--- src/rtl/systolic_feeder_pkg.sv ---
// Shared types and constants for the systolic array edge feeder.
// Column clamping and column-mask helpers live here so the FSM stays compact.
package sys_feeder_pkg;

    localparam int ARRAY_W      = 4;
    localparam int DATA_W       = 16;
    localparam int DRAIN_CYCLES = 3;

    typedef enum logic [2:0] {
        IDLE   = 3'd0,
        LOAD_W = 3'd1,
        SWITCH = 3'd2,
        STREAM = 3'd3,
        DRAIN  = 3'd4
    } feeder_state_e;

    // 0 and anything above the array width both mean "all columns"
    function automatic logic [2:0] clamp_cols(input logic [2:0] raw);
        logic [2:0] cols;
        if ((raw == 3'd0) || (raw > 3'd4)) begin
            cols = 3'd4;
        end else begin
            cols = raw;
        end
        return cols;
    endfunction

    function automatic logic [ARRAY_W-1:0] col_mask(input logic [2:0] cols);
        logic [ARRAY_W-1:0] mask;
        for (int c = 0; c < ARRAY_W; c++) begin
            mask[c] = (c < int'(cols));
        end
        return mask;
    endfunction

endpackage

--- src/rtl/systolic_feeder_if.sv ---
// Unified-buffer read path to feeder handshakes: tile command, weight rows,
// activation vectors and the tile completion pulse.
interface systolic_feeder_if;
    import sys_feeder_pkg::*;

    logic                      tile_valid;
    logic                      tile_ready;
    logic [2:0]                tile_cols;
    logic                      w_valid;
    logic                      w_ready;
    logic [ARRAY_W*DATA_W-1:0] w_row;
    logic                      act_valid;
    logic                      act_ready;
    logic [ARRAY_W*DATA_W-1:0] act_vec;
    logic                      act_last;
    logic                      tile_done;

    modport master (
        output tile_valid, tile_cols, w_valid, w_row, act_valid, act_vec, act_last,
        input  tile_ready, w_ready, act_ready, tile_done
    );

    modport slave (
        input  tile_valid, tile_cols, w_valid, w_row, act_valid, act_vec, act_last,
        output tile_ready, w_ready, act_ready, tile_done
    );

endinterface

--- src/rtl/systolic_feeder_skew_line.sv ---
// Fixed-depth shift register used to diagonally skew one array row.
// Synchronous active-high reset clears every stage.
module skew_line #(
    parameter int DEPTH  = 1,
    parameter int DATA_W = 16
) (
    input  logic              clk,
    input  logic              rst,
    input  logic [DATA_W-1:0] din,
    output logic [DATA_W-1:0] dout
);

    logic [DATA_W-1:0] stage_q [DEPTH];
    logic [DATA_W-1:0] stage_d [DEPTH];

    // next value of every stage: input enters stage 0, others move down
    always_comb begin
        stage_d[0] = din;
        for (int i = 1; i < DEPTH; i++) begin
            stage_d[i] = stage_q[i-1];
        end
    end

    // stage registers with synchronous clear
    always_ff @(posedge clk) begin
        if (rst) begin
            for (int i = 0; i < DEPTH; i++) begin
                stage_q[i] <= '0;
            end
        end else begin
            for (int i = 0; i < DEPTH; i++) begin
                stage_q[i] <= stage_d[i];
            end
        end
    end

    assign dout = stage_q[DEPTH-1];

endmodule

--- src/rtl/systolic_feeder.sv ---
// Feeds a 4x4 weight-stationary systolic array: loads one weight tile,
// switches it active, then streams diagonally skewed activations.
module systolic_feeder
    import sys_feeder_pkg::*;
#(
    parameter int SYSTOLIC_ARRAY_WIDTH = ARRAY_W,
    parameter int DATA_WIDTH           = DATA_W
) (
    input  logic                  clk,
    input  logic                  rst,
    systolic_feeder_if.slave      bus,
    output logic [DATA_WIDTH-1:0] fd_weight_out_1,
    output logic [DATA_WIDTH-1:0] fd_weight_out_2,
    output logic [DATA_WIDTH-1:0] fd_weight_out_3,
    output logic [DATA_WIDTH-1:0] fd_weight_out_4,
    output logic                  fd_accept_w_out_1,
    output logic                  fd_accept_w_out_2,
    output logic                  fd_accept_w_out_3,
    output logic                  fd_accept_w_out_4,
    output logic                  fd_switch_out,
    output logic [DATA_WIDTH-1:0] fd_col_size_out,
    output logic                  fd_col_size_valid_out,
    output logic [DATA_WIDTH-1:0] fd_data_out_1,
    output logic [DATA_WIDTH-1:0] fd_data_out_2,
    output logic [DATA_WIDTH-1:0] fd_data_out_3,
    output logic [DATA_WIDTH-1:0] fd_data_out_4,
    output logic                  fd_start_out
);

    feeder_state_e                        state_q, state_d;
    logic [1:0]                           beat_cnt_q, beat_cnt_d;
    logic [2:0]                           cols_q, cols_d;
    logic [DATA_WIDTH-1:0]                col_size_q, col_size_d;
    logic                                 col_size_valid_q, col_size_valid_d;
    logic [ARRAY_W-1:0][DATA_WIDTH-1:0]   weight_q, weight_d;
    logic [ARRAY_W-1:0]                   accept_q, accept_d;
    logic                                 switch_q, switch_d;
    logic                                 done_q, done_d;

    logic                                 w_beat_s;
    logic                                 act_beat_s;
    logic [ARRAY_W-1:0]                   mask_s;
    logic [ARRAY_W-1:0][DATA_WIDTH-1:0]   row_in_s;
    logic [DATA_WIDTH:0]                  row1_out_s;

    assign w_beat_s   = bus.w_valid   && (state_q == LOAD_W);
    assign act_beat_s = bus.act_valid && (state_q == STREAM);
    assign mask_s     = col_mask(cols_q);

    // skew-line inputs: bubble cycles inject zeros
    always_comb begin
        for (int r = 0; r < ARRAY_W; r++) begin
            if (act_beat_s) begin
                row_in_s[r] = bus.act_vec[DATA_WIDTH*r +: DATA_WIDTH];
            end else begin
                row_in_s[r] = '0;
            end
        end
    end

    // FSM next state and next values of every output register
    always_comb begin
        state_d          = state_q;
        beat_cnt_d       = beat_cnt_q;
        cols_d           = cols_q;
        col_size_d       = col_size_q;
        col_size_valid_d = 1'b0;
        weight_d         = '0;
        accept_d         = '0;
        switch_d         = 1'b0;
        done_d           = 1'b0;
        case (state_q)
            IDLE: begin
                if (bus.tile_valid) begin
                    cols_d           = clamp_cols(bus.tile_cols);
                    col_size_d       = {{(DATA_WIDTH-3){1'b0}}, clamp_cols(bus.tile_cols)};
                    col_size_valid_d = 1'b1;
                    beat_cnt_d       = 2'd0;
                    state_d          = LOAD_W;
                end else begin
                    state_d = IDLE;
                end
            end
            LOAD_W: begin
                if (w_beat_s) begin
                    for (int c = 0; c < SYSTOLIC_ARRAY_WIDTH; c++) begin
                        if (mask_s[c]) begin
                            weight_d[c] = bus.w_row[DATA_WIDTH*c +: DATA_WIDTH];
                        end else begin
                            weight_d[c] = '0;
                        end
                    end
                    accept_d   = mask_s;
                    beat_cnt_d = beat_cnt_q + 2'd1;
                    if (beat_cnt_q == 2'd3) begin
                        state_d = SWITCH;
                    end else begin
                        state_d = LOAD_W;
                    end
                end else begin
                    state_d = LOAD_W;
                end
            end
            // two cycles: the first lets the last shift strobe land, the
            // second shows the registered switch pulse with ready still low
            SWITCH: begin
                if (beat_cnt_q == 2'd0) begin
                    switch_d   = 1'b1;
                    beat_cnt_d = 2'd1;
                end else begin
                    beat_cnt_d = 2'd0;
                    state_d    = STREAM;
                end
            end
            STREAM: begin
                if (act_beat_s && bus.act_last) begin
                    beat_cnt_d = 2'd0;
                    state_d    = DRAIN;
                end else begin
                    state_d = STREAM;
                end
            end
            DRAIN: begin
                if (beat_cnt_q == 2'(DRAIN_CYCLES)) begin
                    beat_cnt_d = 2'd0;
                    state_d    = IDLE;
                end else begin
                    beat_cnt_d = beat_cnt_q + 2'd1;
                    if (beat_cnt_q == 2'(DRAIN_CYCLES - 1)) begin
                        done_d = 1'b1;
                    end else begin
                        done_d = 1'b0;
                    end
                end
            end
            default: begin
                beat_cnt_d = 2'd0;
                state_d    = IDLE;
            end
        endcase
    end

    // state and output registers
    always_ff @(posedge clk) begin
        if (rst) begin
            state_q          <= IDLE;
            beat_cnt_q       <= 2'd0;
            cols_q           <= 3'd0;
            col_size_q       <= '0;
            col_size_valid_q <= 1'b0;
            weight_q         <= '0;
            accept_q         <= '0;
            switch_q         <= 1'b0;
            done_q           <= 1'b0;
        end else begin
            state_q          <= state_d;
            beat_cnt_q       <= beat_cnt_d;
            cols_q           <= cols_d;
            col_size_q       <= col_size_d;
            col_size_valid_q <= col_size_valid_d;
            weight_q         <= weight_d;
            accept_q         <= accept_d;
            switch_q         <= switch_d;
            done_q           <= done_d;
        end
    end

    // row 1 carries the start bit alongside its data
    skew_line #(.DEPTH(1), .DATA_W(DATA_WIDTH + 1)) u_row1 (
        .clk  (clk),
        .rst  (rst),
        .din  ({act_beat_s, row_in_s[0]}),
        .dout (row1_out_s)
    );

    skew_line #(.DEPTH(2), .DATA_W(DATA_WIDTH)) u_row2 (
        .clk  (clk),
        .rst  (rst),
        .din  (row_in_s[1]),
        .dout (fd_data_out_2)
    );

    skew_line #(.DEPTH(3), .DATA_W(DATA_WIDTH)) u_row3 (
        .clk  (clk),
        .rst  (rst),
        .din  (row_in_s[2]),
        .dout (fd_data_out_3)
    );

    skew_line #(.DEPTH(4), .DATA_W(DATA_WIDTH)) u_row4 (
        .clk  (clk),
        .rst  (rst),
        .din  (row_in_s[3]),
        .dout (fd_data_out_4)
    );

    assign fd_data_out_1         = row1_out_s[DATA_WIDTH-1:0];
    assign fd_start_out          = row1_out_s[DATA_WIDTH];
    assign fd_weight_out_1       = weight_q[0];
    assign fd_weight_out_2       = weight_q[1];
    assign fd_weight_out_3       = weight_q[2];
    assign fd_weight_out_4       = weight_q[3];
    assign fd_accept_w_out_1     = accept_q[0];
    assign fd_accept_w_out_2     = accept_q[1];
    assign fd_accept_w_out_3     = accept_q[2];
    assign fd_accept_w_out_4     = accept_q[3];
    assign fd_switch_out         = switch_q;
    assign fd_col_size_out       = col_size_q;
    assign fd_col_size_valid_out = col_size_valid_q;

    assign bus.tile_ready = (state_q == IDLE);
    assign bus.w_ready    = (state_q == LOAD_W);
    assign bus.act_ready  = (state_q == STREAM);
    assign bus.tile_done  = done_q;

endmodule
--- src/flat_wrapper.sv ---
// flat-port wrapper written by rule: the top's interface ports become plain ports
module systolic_feeder_flat import sys_feeder_pkg::*;
#(
    parameter int SYSTOLIC_ARRAY_WIDTH = ARRAY_W,
    parameter int DATA_WIDTH           = DATA_W
)
  (clk, rst, fd_weight_out_1, fd_weight_out_2, fd_weight_out_3, fd_weight_out_4, fd_accept_w_out_1, fd_accept_w_out_2, fd_accept_w_out_3, fd_accept_w_out_4, fd_switch_out, fd_col_size_out, fd_col_size_valid_out, fd_data_out_1, fd_data_out_2, fd_data_out_3, fd_data_out_4, fd_start_out, bus_tile_valid, bus_tile_cols, bus_w_valid, bus_w_row, bus_act_valid, bus_act_vec, bus_act_last, bus_tile_ready, bus_w_ready, bus_act_ready, bus_tile_done);
  systolic_feeder_if bus_i ();
  input  logic clk;
  input  logic rst;
  output logic [DATA_WIDTH-1:0] fd_weight_out_1;
  output logic [DATA_WIDTH-1:0] fd_weight_out_2;
  output logic [DATA_WIDTH-1:0] fd_weight_out_3;
  output logic [DATA_WIDTH-1:0] fd_weight_out_4;
  output logic fd_accept_w_out_1;
  output logic fd_accept_w_out_2;
  output logic fd_accept_w_out_3;
  output logic fd_accept_w_out_4;
  output logic fd_switch_out;
  output logic [DATA_WIDTH-1:0] fd_col_size_out;
  output logic fd_col_size_valid_out;
  output logic [DATA_WIDTH-1:0] fd_data_out_1;
  output logic [DATA_WIDTH-1:0] fd_data_out_2;
  output logic [DATA_WIDTH-1:0] fd_data_out_3;
  output logic [DATA_WIDTH-1:0] fd_data_out_4;
  output logic fd_start_out;
  input wire logic [$bits(bus_i.tile_valid)-1:0] bus_tile_valid;
  input wire logic [$bits(bus_i.tile_cols)-1:0] bus_tile_cols;
  input wire logic [$bits(bus_i.w_valid)-1:0] bus_w_valid;
  input wire logic [$bits(bus_i.w_row)-1:0] bus_w_row;
  input wire logic [$bits(bus_i.act_valid)-1:0] bus_act_valid;
  input wire logic [$bits(bus_i.act_vec)-1:0] bus_act_vec;
  input wire logic [$bits(bus_i.act_last)-1:0] bus_act_last;
  output wire logic [$bits(bus_i.tile_ready)-1:0] bus_tile_ready;
  output wire logic [$bits(bus_i.w_ready)-1:0] bus_w_ready;
  output wire logic [$bits(bus_i.act_ready)-1:0] bus_act_ready;
  output wire logic [$bits(bus_i.tile_done)-1:0] bus_tile_done;
  assign bus_i.tile_valid = bus_tile_valid;
  assign bus_i.tile_cols = bus_tile_cols;
  assign bus_i.w_valid = bus_w_valid;
  assign bus_i.w_row = bus_w_row;
  assign bus_i.act_valid = bus_act_valid;
  assign bus_i.act_vec = bus_act_vec;
  assign bus_i.act_last = bus_act_last;
  assign bus_tile_ready = bus_i.tile_ready;
  assign bus_w_ready = bus_i.w_ready;
  assign bus_act_ready = bus_i.act_ready;
  assign bus_tile_done = bus_i.tile_done;
  systolic_feeder #(.SYSTOLIC_ARRAY_WIDTH(SYSTOLIC_ARRAY_WIDTH), .DATA_WIDTH(DATA_WIDTH)) u_core (.clk(clk), .rst(rst), .bus(bus_i), .fd_weight_out_1(fd_weight_out_1), .fd_weight_out_2(fd_weight_out_2), .fd_weight_out_3(fd_weight_out_3), .fd_weight_out_4(fd_weight_out_4), .fd_accept_w_out_1(fd_accept_w_out_1), .fd_accept_w_out_2(fd_accept_w_out_2), .fd_accept_w_out_3(fd_accept_w_out_3), .fd_accept_w_out_4(fd_accept_w_out_4), .fd_switch_out(fd_switch_out), .fd_col_size_out(fd_col_size_out), .fd_col_size_valid_out(fd_col_size_valid_out), .fd_data_out_1(fd_data_out_1), .fd_data_out_2(fd_data_out_2), .fd_data_out_3(fd_data_out_3), .fd_data_out_4(fd_data_out_4), .fd_start_out(fd_start_out));
endmodule
--- config.mk ---
export PLATFORM = sky130hd
export DESIGN_NAME = systolic_feeder_flat
export DESIGN_NICKNAME = d
export VERILOG_FILES = /design/src/rtl/systolic_feeder_pkg.sv /design/src/rtl/systolic_feeder_if.sv /design/src/rtl/systolic_feeder_skew_line.sv /design/src/rtl/systolic_feeder.sv /design/src/flat_wrapper.sv
export SDC_FILE = /design/constraint.sdc
export NUM_CORES = 1
export LEC_CHECK = 0
export ABC_AREA = 1
export BUFFER_PORTS_ARGS = -buffer_cell sky130_fd_sc_hd__buf_4
export CORE_ASPECT_RATIO = 0.5
export CORE_MARGIN = 3
export CORE_UTILIZATION = 45
export DETAILED_ROUTE_END_ITERATION = 12
export PLACE_DENSITY = 0.83
export SLEW_MARGIN = 30
export SYNTH_ARGS = -nofsm -noshare
export SYNTH_HDL_FRONTEND = slang
export SYNTH_SLANG_ARGS = --single-unit
export TNS_END_PERCENT = 50
--- constraint.sdc ---
create_clock -name clk -period 3.3 [get_ports clk]
set_input_delay 0.165 -clock clk [delete_from_list [all_inputs] [get_ports clk]]
set_output_delay 0.165 -clock clk [all_outputs]
set_load 0.03 [all_outputs]
# Yosys cells after proc, flatten, opt, wreduce, memory -nomap -nowiden
# Memories as Yosys holds them, arrays and structs flattened.
# Cells that the tools add are included.
[totals]
ff_bits = 79
latch_bits = 0
mem_bits_rw = 161
rom_bits = 0
mem_count = 4
[mem_list]
columns = ["name", "depth", "width", "rd", "rd_clocked_by_memory_dff", "write_ports", "line_no", "source"]
rows = [
  ["u_core.u_row4.stage_q", 4, 16, 4, 0, 4, "systolic_feeder_skew_line.sv:13", "logic [DATA_W-1:0] stage_q [DEPTH];"],
  ["u_core.u_row3.stage_q", 3, 16, 3, 0, 3, "systolic_feeder_skew_line.sv:13", ""],
  ["u_core.u_row2.stage_q", 2, 16, 2, 0, 2, "systolic_feeder_skew_line.sv:13", ""],
  ["u_core.u_row1.stage_q", 1, 17, 1, 0, 1, "systolic_feeder_skew_line.sv:13", ""],
]
[op_classes]
n_addsub = 1
mul = 0
div = 0
order_cmp = 5
eq_ne = 11
n_shift = 0
muxes = 35
bitwise_logic = 18
n_reduce_logical = 19
[ops]
columns = ["operator", "count"]
rows = [
  ["two-way mux 16 bit", 13],
  ["two-way mux 17 bit", 1],
  ["OR reduction 17 bit", 1],
  ["OR reduction 4 bit", 4],
  ["one-hot mux 3 bit (5 select lines)", 1],
  ["two-way mux 2 bit", 6],
  ["two-way mux 3 bit", 4],
  ["one-hot mux 2 bit (5 select lines)", 1],
  ["two-way mux 1 bit", 9],
  ["inverter 1 bit", 9],
  ["bitwise OR 1 bit", 9],
  ["equality test 3 x 2 -> 1 bit (second input constant)", 2],
  ["logical NOT 3 bit", 2],
  ["< comparator 1 x 3 -> 1 bit (first input constant)", 2],
  ["< comparator 2 x 3 -> 1 bit (first input constant)", 2],
  ["!= test 2 x 1 -> 1 bit (second input constant)", 3],
  ["OR reduction 3 bit", 2],
  ["equality test 2 bit (second input constant)", 2],
  ["!= test 2 bit (second input constant)", 2],
  ["AND reduction 2 bit", 2],
  ["OR reduction 2 bit", 2],
  ["equality test 3 x 1 -> 1 bit (second input constant)", 1],
  ["equality test 3 bit (second input constant)", 1],
  ["greater-than comparator 3 bit (second input constant)", 1],
  ["5 further kinds", 7],
]

# Longest topological paths before layout
# Gate-level depths: netlist of the first run.
[depth]
word_depth = 5
depth_mapped = 8

# By module
# From an unflattened synthesis of the first run, not the netlist that was laid out.
[unflattened]
hier_cells = 934
hier_area_um2 = 7921.3
[by_module_without_submodules]
columns = ["module", "instances", "cells_per_inst", "area_each_um2"]
rows = [
  ["systolic_feeder", 1, 434, 3306.9],
  ["skew_line (u_core.u_row4)", 1, 199, 1840.5],
  ["skew_line (u_core.u_row3)", 1, 149, 1365.1],
  ["skew_line (u_core.u_row2)", 1, 99, 914.6],
  ["skew_line (u_core.u_row1)", 1, 53, 494.2],
]

# Worst setup path after synthesis of the first run
# No wires, ideal clock.
[synth_timing]
kind = "register to register"
start = "reg u_core.state_q[0]"
end = "reg u_core.beat_cnt_q[1]"
setup_time_ps = 128
arrival_ps = 1474
slack_ps = 1698
path_stages_with_launch = 8
path_buffers = 0
synth_period_minus_slack_ps = 1602
path_cell_list = "dfxtp_1 -> nand2_1 -> nor2_1 -> o21ai_0 -> nand3_1 -> nand2_1 -> nand2_1 -> nor2_1"
[synth_via]
elab_chain_len = 5
word_cells_on_any_way = 13
cone_classes = "7 x eq/ne; 1 x mux; 5 x reduce/logical"
[synth_rtl]
columns = ["item", "line_no", "source"]
rows = [
  ["start: declaration", "systolic_feeder.sv:30", "feeder_state_e state_q, state_d;"],
  ["start signal: assignment", "systolic_feeder.sv:156", "state_q <= state_d;"],
  ["equality test 3 x 2 -> 1 bit *", "n/a", ""],
  ["via bus_act_ready", "flat_wrapper.sv:36", "output wire logic [$bits(bus_i.act_ready)-1:0] bus_act_ready;"],
  ["logical AND 1 bit", "systolic_feeder.sv:47", "assign act_beat_s = bus.act_valid && (state_q == STREAM);"],
  ["logical AND 1 bit", "systolic_feeder.sv:116", "if (act_beat_s && bus.act_last) begin"],
  ["!= test 2 x 1 -> 1 bit (no source line)", "n/a", ""],
  ["AND reduction 3 bit (no source line)", "n/a", ""],
  ["end signal: assignment", "systolic_feeder.sv:157", "beat_cnt_q <= beat_cnt_d;"],
  ["end: declaration", "systolic_feeder.sv:31", "logic [1:0] beat_cnt_q, beat_cnt_d;"],
]
# The timed path passes the listed nets; every way through them passes the cells marked *.
# A chain may end at the register's enable or synchronous reset.

# Worst setup path after layout of the first run
[layout_timing]
start = "reg u_core.state_q[0]"
end = "reg u_core.col_size_q[0] (netlist: u_core.fd_col_size_out[0])"
[layout_via]
elab_chain_len = 2
[layout_rtl]
columns = ["item", "line_no", "source"]
rows = [
  ["logical NOT 3 bit", "systolic_feeder.sv:72", "case (state_q)"],
  ["AND reduction 2 bit (no source line)", "n/a", ""],
  ["end signal: assignment", "systolic_feeder.sv:159", "col_size_q <= col_size_d;"],
  ["end: declaration", "systolic_feeder.sv:33", "logic [DATA_WIDTH-1:0] col_size_q, col_size_d;"],
]
# No other way between the ends.

==> results of run 1 <==
[synthesized netlist by cell type]
| cell type | number |
|---|---|
| sky130_fd_sc_hd__a21oi_1 | 6 |
| sky130_fd_sc_hd__a31oi_1 | 1 |
| sky130_fd_sc_hd__buf_2 | 1 |
| sky130_fd_sc_hd__buf_4 | 14 |
| sky130_fd_sc_hd__buf_6 | 10 |
| sky130_fd_sc_hd__clkbuf_1 | 11 |
| sky130_fd_sc_hd__conb_1 | 1 |
| sky130_fd_sc_hd__dfxtp_1 | 240 |
| sky130_fd_sc_hd__ha_1 | 4 |
| sky130_fd_sc_hd__inv_1 | 242 |
| sky130_fd_sc_hd__inv_2 | 2 |
| sky130_fd_sc_hd__inv_4 | 2 |
| sky130_fd_sc_hd__nand2_1 | 16 |
| sky130_fd_sc_hd__nand2_2 | 1 |
| sky130_fd_sc_hd__nand3_1 | 10 |
| sky130_fd_sc_hd__nand3_4 | 2 |
| sky130_fd_sc_hd__nand3b_1 | 1 |
| sky130_fd_sc_hd__nand4_1 | 3 |
| sky130_fd_sc_hd__nor2_1 | 227 |
| sky130_fd_sc_hd__nor2_2 | 10 |
| sky130_fd_sc_hd__nor2_4 | 1 |
| sky130_fd_sc_hd__nor3_1 | 1 |
| sky130_fd_sc_hd__nor3_2 | 1 |
| sky130_fd_sc_hd__o21ai_0 | 2 |
| sky130_fd_sc_hd__o21ai_2 | 1 |
| sky130_fd_sc_hd__o21ai_4 | 1 |
| sky130_fd_sc_hd__or2_2 | 1 |
[metrics by stage]
step	cell area [µm²]	setup slack, ns	power, µW
3_3_place_gp	9380	1.56	3290
6_report	11500	1.24	6180
5_1_grt	11500	1.17	6360
3_5_place_dp	9380	1.69	3290
4_1_cts	11500	1.39	6160
2_1_floorplan	7290	1.70	3140
[worst reg2reg max path, delay by kind of cell, from the launching register on]
family,cells,cell delay (ns)
and+or+nand+nor,4,0.87
AOI/OAI and AO/OA,1,0.15
buffers and inverters,1,0.59
DFF,1,0.38
[worst paths after layout]
path | startpoint | endpoint | cells past startpoint
setup / recovery | u_core.state_q[0]$_SDFFE_PP0P_ | u_core.fd_col_size_out[0]$_SDFFE_PP0P_ | 6
hold / removal | bus_tile_cols[2] | u_core.fd_col_size_out[2]$_SDFFE_PP0P_ | 4
setup reg to reg | u_core.state_q[0]$_SDFFE_PP0P_ | u_core.fd_col_size_out[0]$_SDFFE_PP0P_ | 6
hold reg to reg | u_core.u_row4.stage_q[0][10]$_SDFF_PP0_ | u_core.u_row4.stage_q[0][26]$_SDFF_PP0_ | 2
[final cells by class]
class                           instances  share of cell area, %
Sequential cell                       240                   41.7
Timing Repair Buffer                  414                   29.9
Multi-Input combinational cell        302                   11.2
Inverter                              246                   8.08
Clock buffer                           27                   5.10
Tap cell                              204                   2.21
Clock inverter                          9                   1.75
Antenna cell                            1                 0.0217
[power by group]
group / switching (µW) / internal [µW]
Combinational: 202 / 252
Sequential: 12.6 / 2910
Clock: 1070 / 1730
[registers in the layout, summed over array words and instances, names as in the netlist]
signal	cells
u_core.beat_cnt_q	2
u_core.fd_col_size_out	3
u_core.u_row1.stage_q	17
u_core.accept_q	4
u_core.fd_col_size_valid_out	1
u_core.u_row4.stage_q	64
u_core.fd_weight_out_3	16
u_core.fd_weight_out_1	16
u_core.fd_weight_out_4	16
u_core.state_q	3
u_core.u_row2.stage_q	32
u_core.u_row3.stage_q	48
u_core.bus.tile_done	1
u_core.fd_switch_out	1
u_core.fd_weight_out_2	16
[cell families (layout without fill, tap and decap cells)]
kind of cell,Yosys count,count (layout),synth area share [%]
AO/OA/AOI/OAI,11,11,0.984
flip-flops,240,240,66.3
buffers and inverters,282,696,16.5
adder cells (fa/ha/maj),4,4,0.691
AND/OR/NAND/NOR,274,274,15.5
other,1,14,0.0517
[what timing repair did]
item                      in CTS  in global routing
hold endpoints to repair     133                  0
setup buffers                  0                  0
hold buffers                 135                  0
[metal layers]
layer,up-vias,track usage (%),wire length (µm)
met3,80,5.29,1540
met5,-,0,0
met4,0,9.67,852
met1,2915,22.8,7770
met2,288,45.1,11200
li1,3024,-,-
==> flow_summary.ini, run 1 <==
[power_and_ir_drop]
leakage_uw = 0.00581
power_density_nw_per_um2 = 536
max-vdd-ir-drop_uv = 490

[worst_setup_path]
cpMaxStageDelayCell = sky130_fd_sc_hd__dlygate4sd3_1
timing.critical_path.buf_inv = 1
critical_path_launch_point_type = flip-flop
timing.critical_path.arrival_ns = 2.47
crit_required_ns = 3.72
critPathMaxFanout = 6
crit_chain = nor2_1 -> nand2_1 -> nor2_2 -> nand3_1 -> dlygate4sd3_1 -> a21oi_1
cp-end-kind = flip-flop
start_to_end_type_of_the_worst_setup_path = flip-flop to flip-flop
timing.critical_path.slowest_cell_delay_ns = 0.59
path_delay_family = simple AND/OR/NAND/NOR gates
setup.reg_to_reg.worst_slack_ns = 1.24

[yosys]
synth-seq-area-share_pct = 66.3
synthCells = 812
yosys_warnings = 0
synth_seq_cells = 240
yosys.cell_types.count = 27
post_synth_instance_area_um2 = 7250
synthesis.area_per_instance_um2 = 8.92
yosys.area.top_type_share_pct = 66.3
synthDominantAreaCellType = sky130_fd_sc_hd__dfxtp_1
netlist_top_cells_area = sky130_fd_sc_hd__dfxtp_1 (66%), sky130_fd_sc_hd__inv_1 (13%), sky130_fd_sc_hd__nor2_1 (12%)

[route]
postRouteAntennaNets = 0
via_count = 6307
drc = 0
drt-wirelength-per-cell_um = 14.8
dr.pass1.iters = 7
post_drt_via_cell_ratio = 4.37
first_iter_violations = 328
postRouteWirelength_um = 21400

[global_route]
grt_max_degree = 65
via_count_of_the_first_global_routing_pass = 6592
globalRouteOverflowTotal = 0
grt_antenna_before_repair = 1
global_route.usage.total_pct = 22.6
grt_pass1_wl_um = 31800

[timing]
maxClockFrequency_mhz = 487
rsz0062_at_grt = no
number_of_setup_violations_in_the_final_report = 0
whs_ns = 0.117
timing.final.crit_period_ns = 2.06
fin_skew_ns = 0.0114
report.final.slew_viol_count = 0
final_hold_vios = 0
post-route-period-util_pct = 62.3
worst_slew_pin_slew_ns = 0.728
slew_headroom_pct = 51.5
final.setup.tns_ns = 0

[floorplan]
die_width_um = 185
core_area_um2 = 15600
rows = 32
floorplan.initialDensity_pct = 46.5
die-area_um2 = 17800
dieHeight_um = 95.7
floorplan.io_pins = 292

[layout]
finalNonFillerCells = 1443
area_growth_pct = 59.0
total_area_of_multi_input_combinational_cells_um2 = 1290
final_common_cell = sky130_fd_sc_hd__buf_4
nNetsFinal = 1366
ff_latch_area_um2 = 4800
final_layout_size_suffix_gt1_share_pct = 27.1
final.fill_count = 920
fin_util_pct = 74.0
layout_common_cells = sky130_fd_sc_hd__buf_4 (279), sky130_fd_sc_hd__inv_1 (242), sky130_fd_sc_hd__dfxtp_1 (240)

[clocking]
clock-sinks = 240
htree_levels = 1
tritoncts = built
cts_buffers = 21
clk-insertion-delay-late_ns = 0.50
clkTransAtPathRegs_ns = 0.07
maximum_number_of_buffers_from_clock_root_to_sink = 3
cts.repair.resized = 0
clock-root-buffer = sky130_fd_sc_hd__clkbuf_16

[job]
drv.max_cap_violation_count = 0

[outcome]
result_of_the_run = completed

[place]
hpwl_um = 11400
post-place-cells = 1271
port-buffer-count = 278
routabilityCongestion = 0.758

[hold_path]
min-delay-path-class = input port to flip-flop
Power figures use the tool's default switching activity.
==> run 2, diff against run 1 <==
Settings changed: ABC_AREA 1 to 0, CORE_UTILIZATION 45 to 42.
Clock period 3.3 ns to 1.7 ns, I/O delays scaled along.
==> flow_summary.ini, run 2 <==
[outcome]
result_of_the_run = completed

[timing]
rsz0062_at_grt = no
final_hold_vios = 0
post-route-period-util_pct = 96.2
fin_ws_ns = 0.0642
maxClockFrequency_mhz = 611
number_of_setup_violations_in_the_final_report = 0
final.setup.tns_ns = 0
report.final.slew_viol_count = 0
timing.final.crit_period_ns = 1.64
fin_skew_ns = 0.0199
whs_ns = 0.0247

[floorplan]
die_width_um = 187
floorplan.initialDensity_pct = 43.8
floorplan.io_pins = 292
dieHeight_um = 96.5
rows = 32
core_area_um2 = 15700
die-area_um2 = 18000

[yosys]
synth-seq-area-share_pct = 69.9
post_synth_instance_area_um2 = 6870
synth_flop_cell = sky130_fd_sc_hd__dfxtp_1
yosys.area.top_type_share_pct = 69.9
synthCells = 569
netlist_top_cells_area = sky130_fd_sc_hd__dfxtp_1 (70%), sky130_fd_sc_hd__and2_1 (12%), sky130_fd_sc_hd__nor2b_1 (9.0%)
synth_common_cells = sky130_fd_sc_hd__dfxtp_1 (240), sky130_fd_sc_hd__and2_1 (129), sky130_fd_sc_hd__nor2b_1 (99), sky130_fd_sc_hd__clkbuf_1 (20), sky130_fd_sc_hd__buf_4 (15)
synthesis.area_per_instance_um2 = 12.1
synth-edff-count = 0
yosys_warnings = 0
synthDominantAreaCellType = sky130_fd_sc_hd__dfxtp_1
synth.most_common_cell = sky130_fd_sc_hd__dfxtp_1
yosys.cell_types.count = 36
synth_seq_cells = 240
asr_flop_ratio_synth_pct = 0

[place]
hpwl_um = 10900
worst_setup_slack_before_clock_tree_synthesis_ns = 0.141
port-buffer-count = 278
place_area_um2 = 9190
routabilityCongestion = 0.783
post-place-cells = 1051

[hold_path]
min_from = bus_act_last
min_delay_worst_endpoint = u_core.state_q[0]$_SDFFE_PP0P_
min-delay-path-class = input port to flip-flop
worst_hold_path.num_cells = 4

[route]
drc = 0
drt-wirelength-per-cell_um = 15.7
dr.pass1.iters = 4
via_count = 5211
first_iter_violations = 256
postRouteWirelength_um = 19200
postRouteAntennaNets = 0
post_drt_via_cell_ratio = 4.28

[power_and_ir_drop]
power.switching_uw = 2300
sequentialPowerShare_pct = 52.3
leakage_uw = 0.00511
comb_power_share_pct = 7.5
sw_frac_of_total_pct = 21.2
clockPowerShare_pct = 40.2
power_density_nw_per_um2 = 973
max-vdd-ir-drop_uv = 618
internal-power_uw = 8530

[layout]
layout_common_cells = sky130_fd_sc_hd__buf_4 (288), sky130_fd_sc_hd__dfxtp_1 (240), sky130_fd_sc_hd__dlygate4sd3_1 (133)
nNetsFinal = 1127
largest-register = u_core.u_row4.stage_q
finalNonFillerCells = 1218
largest_reg_flops = 64
reg.largest.list = u_core.u_row4.stage_q: 64 flops, u_core.u_row3.stage_q: 48 flops, u_core.u_row2.stage_q: 32 flops
stdcell_area_um2 = 11100
final_layout_size_suffix_gt1_share_pct = 32.7
area_growth_pct = 62.0
final_common_cell = sky130_fd_sc_hd__buf_4

[worst_setup_path]
critPathMaxFanout = 13
setup.reg_to_reg.worst_slack_ns = 0.08
end_of_the_worst_register_to_register_path = u_core.u_row1.stage_q[0][4]$_SDFF_PP0_
r2r_start = u_core.state_q[2]$_SDFFE_PP0P_
crit_required_ns = 1.62
ff2ff_path_depth = 5
start_to_end_type_of_the_worst_setup_path = flip-flop to output pin
timing.critical_path.arrival_ns = 1.55
cp-end-kind = output pin
critical_path_launch_point_type = flip-flop

[clocking]
maximum_number_of_buffers_from_clock_root_to_sink = 3
htree_levels = 1
cts_buffers = 21
clock-sinks = 240
clkTransAtPathRegs_ns = 0.06
tritoncts = built
clock-root-buffer = sky130_fd_sc_hd__clkbuf_16
clk-insertion-delay-late_ns = 0.49

[global_route]
global_route.usage.total_pct = 20.0
via_count_of_the_first_global_routing_pass = 5484
grt_pass1_wl_um = 28800
grt_max_degree = 109
globalRouteOverflowTotal = 0
grt_antenna_before_repair = 0

[job]
drv.max_cap_violation_count = 0
-- run 2: cell types whose count changed after synthesis, moves of 3 or more --
cell                       previous run  this run
sky130_fd_sc_hd__buf_2                1         5
sky130_fd_sc_hd__mux2i_1              0         3
sky130_fd_sc_hd__buf_6               10         0
sky130_fd_sc_hd__nand3_1             10         2
sky130_fd_sc_hd__nor4b_1              0         3
sky130_fd_sc_hd__nor2_1             227        10
sky130_fd_sc_hd__and2_1               0       129
sky130_fd_sc_hd__nand2_1             16         2
sky130_fd_sc_hd__inv_1              242         6
sky130_fd_sc_hd__a211oi_1             0         3
sky130_fd_sc_hd__nor2b_1              0        99
sky130_fd_sc_hd__a21oi_1              6         1
sky130_fd_sc_hd__clkbuf_1            11        20
sky130_fd_sc_hd__nor2_2              10         0
-- run 2: how the worst max path moves through the flow --
stage / cells after the start / startpoint / end
final: 4 / u_core.state_q[2]$_SDFFE_PP0P_ / bus_act_ready
after global routing: 4 / u_core.state_q[2]$_SDFFE_PP0P_ / bus_act_ready
after CTS: 3 / u_core.state_q[2]$_SDFFE_PP0P_ / bus_w_ready
after detailed placement: 5 / u_core.state_q[2]$_SDFFE_PP0P_ / u_core.fd_weight_out_1[8]$_SDFF_PP0_
after global placement: 5 / u_core.state_q[2]$_SDFFE_PP0P_ / u_core.fd_weight_out_1[0]$_SDFF_PP0_
after floorplan: 4 / u_core.state_q[2]$_SDFFE_PP0P_ / u_core.state_q[0]$_SDFFE_PP0P_
-- run 2: layer usage --
| metal | up-vias | track usage [%] | part of all wire [%] |
|---|---|---|---|
| li1 | 2555 | - | - |
| met1 | 2391 | 21.5 | 38 |
| met2 | 204 | 39.0 | 53 |
| met3 | 61 | 4.47 | 5.2 |
| met4 | 0 | 8.61 | 4.0 |
| met5 | - | 0 | 0 |
-- run 2: stage by stage --
step	total power [µW]	util, %
after global placement	6320	58.5
after CTS	10900	70.9
after floorplan	6040	-
final	10800	70.9
after detailed placement	6330	58.5
after global routing	11200	70.9
-- run 2: worst max-delay path, cell delays in order, from the launching register on --
cell	delay [ns]
sky130_fd_sc_hd__dfxtp_1	0.32
sky130_fd_sc_hd__buf_4	0.18
sky130_fd_sc_hd__nand3b_1	0.25
sky130_fd_sc_hd__inv_1	0.14
sky130_fd_sc_hd__buf_4	0.17
-- run 2: final cells by class --
| cell class | count | area [µm²] |
|---|---|---|
| clock inverter | 3 | 15.0 |
| multi-input combinational | 294 | 1890 |
| inverter | 6 | 22.5 |
| clock buffer | 30 | 589 |
| sequential | 240 | 4800 |
| timing repair buffer | 423 | 3530 |
| antenna | 1 | 2.50 |
| tap | 221 | 277 |
| fill | 1030 | 4560 |
-- run 2: logic make-up (layout without fill, tap and decap cells) --
kind of cell	count (synthesis)	after routing	share of synthesized area [%]
buf+inv	47	462	3.48
mux	4	4	0.601
flops	240	240	69.9
fa+ha+maj	4	4	0.728
simple gates	263	263	24.1
xor+xnor	1	1	0.127
other cells	1	14	0.0546
compound gates	9	9	1.00
-- run 2: timing repair --
action,CTS,global route
hold buffers,133,0
buffers inserted,0,0
setup endpoints to repair,0,2
endpoints found under the hold margin,134,0
resized for setup,0,2
-- run 2: power by group through the flow --
stage / registers [µW] / logic, µW / clock network [µW]
5_1_grt: 5660 / 864 / 4670
2_1_floorplan: 5830 / 208 / 0
4_1_cts: 5660 / 793 / 4410
3_3_place_gp: 5790 / 528 / 0
6_report: 5670 / 813 / 4350
3_5_place_dp: 5790 / 539 / 0
